`src/rtl/cr_fifo_rd_stage_if.sv`:
```
// Handshake bundle between a show-ahead FIFO, the read stage and its consumer.
// master: the read stage; slave: the FIFO/consumer environment.
interface cr_fifo_rd_stage_if #(
   parameter int N_DATA_BITS = 64
);
   logic [N_DATA_BITS-1:0] fifo_rdata;
   logic                   fifo_empty;
   logic                   fifo_ren;
   logic [N_DATA_BITS-1:0] out_data;
   logic                   out_valid;
   logic                   out_ready;

   modport master (
      input  fifo_rdata,
      input  fifo_empty,
      input  out_ready,
      output fifo_ren,
      output out_data,
      output out_valid
   );

   modport slave (
      output fifo_rdata,
      output fifo_empty,
      output out_ready,
      input  fifo_ren,
      input  out_data,
      input  out_valid
   );
endinterface

```
`src/rtl/cr_fifo_rd_stage.sv`:
```
// Show-ahead FIFO read stage: 2-entry registered skid buffer, fifo_ren never sees out_ready.
// Optional statistics counters are built when CR_FIFO_RD_STAGE_STATS_EN is defined.
module cr_fifo_rd_stage #(
   parameter int N_DATA_BITS = 64,
   parameter int N_CNT_BITS  = 32
) (
   input  logic                  clk,
   input  logic                  rst_n,
   cr_fifo_rd_stage_if.master    io,
   input  logic                  clear_i,
   output logic [N_CNT_BITS-1:0] pop_cnt_o,
   output logic [N_CNT_BITS-1:0] stall_cnt_o
);

   logic [1:0]             occ_q, occ_d;
   logic [N_DATA_BITS-1:0] e0_q, e0_d;
   logic [N_DATA_BITS-1:0] e1_q, e1_d;
   logic                   push;
   logic                   pop;

   // Pop decision uses registered occupancy only, so the consumer's ready has no path into the FIFO.
   assign push         = rst_n & ~clear_i & ~io.fifo_empty & (occ_q < 2'd2);
   assign pop          = io.out_valid & io.out_ready & ~clear_i;
   assign io.fifo_ren  = push;
   assign io.out_valid = (occ_q != 2'd0);
   assign io.out_data  = e0_q;

   always_comb begin
      occ_d = occ_q;
      e0_d  = e0_q;
      e1_d  = e1_q;
      if (clear_i) begin
         occ_d = 2'd0;
      end else begin
         case ({push, pop})
            2'b10: begin
               if (occ_q == 2'd0) e0_d = io.fifo_rdata;
               else               e1_d = io.fifo_rdata;
               occ_d = occ_q + 2'd1;
            end
            2'b01: begin
               // Draining the last entry leaves e0 untouched so out_data holds.
               if (occ_q == 2'd2) e0_d = e1_q;
               occ_d = occ_q - 2'd1;
            end
            2'b11: begin
               // Push implies occ<2 and pop implies occ>0, so occ==1: new word becomes head.
               e0_d = io.fifo_rdata;
            end
            default: ;
         endcase
      end
   end

   always_ff @(posedge clk or negedge rst_n) begin
      if (!rst_n) begin
         occ_q <= 2'd0;
         e0_q  <= '0;
         e1_q  <= '0;
      end else begin
         occ_q <= occ_d;
         e0_q  <= e0_d;
         e1_q  <= e1_d;
      end
   end

`ifdef CR_FIFO_RD_STAGE_STATS_EN
   logic [N_CNT_BITS-1:0] pop_cnt_q, pop_cnt_d;
   logic [N_CNT_BITS-1:0] stall_cnt_q, stall_cnt_d;

   always_comb begin
      pop_cnt_d   = pop_cnt_q;
      stall_cnt_d = stall_cnt_q;
      if (clear_i) begin
         pop_cnt_d   = '0;
         stall_cnt_d = '0;
      end else begin
         if (pop && (pop_cnt_q != '1))
            pop_cnt_d = pop_cnt_q + 1'b1;
         if (io.out_valid && !io.out_ready && (stall_cnt_q != '1))
            stall_cnt_d = stall_cnt_q + 1'b1;
      end
   end

   always_ff @(posedge clk or negedge rst_n) begin
      if (!rst_n) begin
         pop_cnt_q   <= '0;
         stall_cnt_q <= '0;
      end else begin
         pop_cnt_q   <= pop_cnt_d;
         stall_cnt_q <= stall_cnt_d;
      end
   end

   assign pop_cnt_o   = pop_cnt_q;
   assign stall_cnt_o = stall_cnt_q;
`else
   assign pop_cnt_o   = '0;
   assign stall_cnt_o = '0;
`endif

   a_occ_max: assert property (@(posedge clk) disable iff (!rst_n) occ_q <= 2'd2);
   a_no_empty_pop: assert property (@(posedge clk) disable iff (!rst_n) !(pop && (occ_q == 2'd0)));

endmodule

```
`src/flat_wrapper.sv`:
```
// flat-port wrapper written by rule: the top's interface ports become plain ports
module cr_fifo_rd_stage_flat 
#(
   parameter int N_DATA_BITS = 64,
   parameter int N_CNT_BITS  = 32
)
  (clk, rst_n, clear_i, pop_cnt_o, stall_cnt_o, io_fifo_rdata, io_fifo_empty, io_out_ready, io_fifo_ren, io_out_data, io_out_valid);
  cr_fifo_rd_stage_if #(.N_DATA_BITS(N_DATA_BITS)) io_i ();
  input  logic clk;
  input  logic rst_n;
  input  logic clear_i;
  output logic [N_CNT_BITS-1:0] pop_cnt_o;
  output logic [N_CNT_BITS-1:0] stall_cnt_o;
  input wire logic [$bits(io_i.fifo_rdata)-1:0] io_fifo_rdata;
  input wire logic [$bits(io_i.fifo_empty)-1:0] io_fifo_empty;
  input wire logic [$bits(io_i.out_ready)-1:0] io_out_ready;
  output wire logic [$bits(io_i.fifo_ren)-1:0] io_fifo_ren;
  output wire logic [$bits(io_i.out_data)-1:0] io_out_data;
  output wire logic [$bits(io_i.out_valid)-1:0] io_out_valid;
  assign io_i.fifo_rdata = io_fifo_rdata;
  assign io_i.fifo_empty = io_fifo_empty;
  assign io_i.out_ready = io_out_ready;
  assign io_fifo_ren = io_i.fifo_ren;
  assign io_out_data = io_i.out_data;
  assign io_out_valid = io_i.out_valid;
  cr_fifo_rd_stage #(.N_DATA_BITS(N_DATA_BITS), .N_CNT_BITS(N_CNT_BITS)) u_core (.clk(clk), .rst_n(rst_n), .io(io_i), .clear_i(clear_i), .pop_cnt_o(pop_cnt_o), .stall_cnt_o(stall_cnt_o));
endmodule
```
`config.mk`:
```
export PLATFORM = sky130hd
export DESIGN_NAME = cr_fifo_rd_stage_flat
export DESIGN_NICKNAME = d
export VERILOG_FILES = /design/src/rtl/cr_fifo_rd_stage_if.sv /design/src/rtl/cr_fifo_rd_stage.sv /design/src/flat_wrapper.sv
export SDC_FILE = /design/constraint.sdc
export NUM_CORES = 1
export LEC_CHECK = 0
export ABC_AREA = 1
export CAP_MARGIN = 0
export CORE_MARGIN = 2
export CORE_UTILIZATION = 35
export DETAILED_ROUTE_END_ITERATION = 16
export DONT_BUFFER_PORTS = 1
export PLACE_DENSITY = 0.54
export SETUP_SLACK_MARGIN = 0.1
export SLEW_MARGIN = 10
export SYNTH_ARGS = -nofsm -noshare
export SYNTH_HDL_FRONTEND = slang
export SYNTH_SLANG_ARGS = --single-unit
```
`constraint.sdc`:
```
create_clock -name clk -period 2.1 [get_ports clk]
set_clock_uncertainty 0.15 [all_clocks]
set_input_delay 0.42 -clock clk [delete_from_list [all_inputs] [get_ports clk]]
set_output_delay 0.42 -clock clk [all_outputs]
set_load 0.01 [all_outputs]
```
==> results.ini <==
[detailed_routing]
drc_errors=0
via_count=5013
drt_iter0_markers=240
drt_wl_total_um=16000
wire_per_inst_um=14.2
drtAntennaViolNets=0
viasPerCell=4.45
drtPass1Iterations=4

[synthesis]
avgSynthCellArea_um2=7.62
ys_top_cells_by_area=dfrtp_1 (50%), nand2_1 (23%), buf_4 (7.7%)
synth_cell_types=16
yosysTopAreaCell=dfrtp_1
ys_seq_area_frac=0.504
yosys.area_share.simple=0.287
syn_inst=847
synth_area_um2=6460
ys_ff_latch=130
yosysTopAreaCellShare=0.504
synth-compound-area-share=0.0504
synth_fa_ha_area_frac=0
synth_xor_xnor_area_share=0
synth_top_family_by_area=simple AND/OR/NAND/NOR gates
synthMuxAreaShare=0
yosys_warnings=0

[floorplan]
rows=49
ios=199
dieWidth_um=140
chipHeight_um=140
die_area_um2=19600
core_um2=18000
initial_core_util=0.358

[clock_tree]
htreeDepth=4
cts_sinks=130
tritoncts=built
cts-buffers-inserted=17
clk_pin_slew_ps=60
postCtsHoldBufs=53
clock_latency_ps=410
clock-root-buffer=clkbuf_16
cts_max_path_buffers=2

[cells_and_area]
seq_area_um2=3250
fin_nets=954
multi_input_area_um2=2440
fill_cells=1898
final_core_util=0.425
syn_to_final_growth_pct=18.5
drive_gt1_frac=0.0579
antenna_cells=0

[job]
maxCapViolations=0

[sta]
timing.fmax_mhz=523
worst_pin_slew_ps=503
tns_ps=0
timing.hold.ws_ps=-450
finalSetupViolCount=0
rsz0062_at_grt=false
min_period_ps=1910
fin_crit_sh=0.910
relSlewSlack=0.665
final_hold_viol_count=130
final_max_slew_viol_count=0

[outcome]
failed_checks=hold timing
status=finished, violations left

[power]
power_switching_w=0.00230
p_leak_nw=4.25
p_seq_frac=0.463
pwr-share-comb=0.136
p_sw_frac=0.280
p_per_area_nw_per_um2=1080
p_clk_frac=0.402
internal_power_w=0.00593
peakVddDrop_mv=0.544

[worst_hold_path]
hold_path.class=in2async

[grt]
grt_pass1_vias=4854
grt_usage=0.168
grt_max_degree=132
grt_overflow=0
grt_antenna_before_repair=0
grt_pass1_wl_um=26100

[placement]
dp_hpwl_um=9070
gp_congestion=0.736
portBuffers=0

[critical_path]
cp.required_ps=1530
cp.buffers_inverters=2
cpPeakStageDelay_ps=400
cp-end-kind=output pin
start_kind=flip-flop
reg2reg_depth=6
crit_type=reg2out
path_cells=nor2_4 -> nand2_4 -> buf_12 -> inv_2
cp.arrival_ps=1340
cp.depth=4
path_max_fanout=14
r2r_slack_ps=270
slowest_stage=dfrtp_1
cpLargestDelayFamily=flip-flops

==> power groups by stage <==
stage	registers [W]	logic, W	clock network [W]
2_1_floorplan	0.00373	0.000952	0
3_3_place_gp	0.00384	0.00100	0
3_5_place_dp	0.00385	0.00104	0
4_1_cts	0.00381	0.00113	0.00340
5_1_grt	0.00389	0.00133	0.00351
6_report	0.00381	0.00112	0.00331
==> flip-flops by register name, indices dropped and copies added (netlist names) <==
signal and count:
u_core.e1_q 64, u_core.io.out_data 64, u_core.occ_q 2
==> synthesized netlist by cell type (all sizes together) <==
| cell | n |
|---|---|
| nand2 | 393 |
| dfrtp | 130 |
| buf | 106 |
| inv | 71 |
| nand3 | 66 |
| o21ai | 65 |
| clkbuf | 6 |
| nor2 | 5 |
| nand4 | 3 |
| conb | 1 |
| nand3b | 1 |
==> layout by cell type, fill, tap and decap left out <==
master         count
nand2_1          390
dlygate4sd3_1     53
dfrtp_1          130
clkbuf_16         18
conb_1            64
nor2_4             2
o21ai_0           46
inv_1             68
o21ai_1           19
clkbuf_8           3
buf_12             7
bufinv_16          5
nand2_2            2
nand4_1            3
buf_4              7
clkinvlp_4         1
nor2_1             3
nand3b_1           1
clkinv_2           2
clkinv_4           1
inv_2              3
nand3_1           66
nand2_4            1
clkbuf_1           3
==> cell families after synthesis <==
family          count (synthesis)
simple gates                  468
buf+inv                       183
flops                         130
compound gates                 65
other cells                     1
==> cell type report <==
| cell class | count | area share |
|---|---|---|
| flip-flops and latches | 130 | 0.425 |
| multi-input cells | 597 | 0.319 |
| repair buffers | 68 | 0.0978 |
| clock buffers | 23 | 0.0625 |
| well taps | 229 | 0.0374 |
| inverters | 71 | 0.0348 |
| clock inverters | 9 | 0.0231 |
==> path summary, 6_finish.rpt <==
| path | from | endpoint |
|---|---|---|
| worst max register to register | u_core.occ_q[1] | u_core.e1_q[15] |
| worst min register to register | u_core.e1_q[54] | u_core.e1_q[54] |
| max in group asynchronous | rst_n | u_core.io.out_data[47] |
| worst max-delay path | u_core.occ_q[1] | io_fifo_ren |
| worst min-delay path | rst_n | u_core.io.out_data[9] |
| min in group clk | io_fifo_rdata[3] | u_core.e1_q[3] |
==> per-layer routing <==
metal | track usage | vias to the layer above | part of all wire
met5 | 0 | - | 0
met4 | 0.0426 | 0 | 0.0087
met3 | 0.0544 | 9 | 0.059
met2 | 0.261 | 137 | 0.45
met1 | 0.226 | 2318 | 0.48
li1 | - | 2549 | -
==> what timing repair did <==
item,in CTS,in global routing
endpoints found under the hold margin,183,130
resized for setup,5,2
setup buffers,1,0
endpoints found under the setup margin,1,1
gates cloned,0,1
==> stage by stage <==
step | total power [W] | worst slack [ps] | std cells | hold WS (ps) | area [µm²]
global placement | 0.00484 | 348 | 1040 | -23.0 | 6410
detailed placement | 0.00489 | 328 | 1040 | -22.2 | 6410
floorplan | 0.00468 | 593 | 910 | -25.6 | 6690
finish | 0.00823 | 189 | 1127 | -450 | 7650
global route | 0.00874 | 111 | 1127 | -482 | 7650
CTS | 0.00834 | 151 | 1126 | -469 | 7620
No activity file was read; power rests on OpenSTA's default activity.
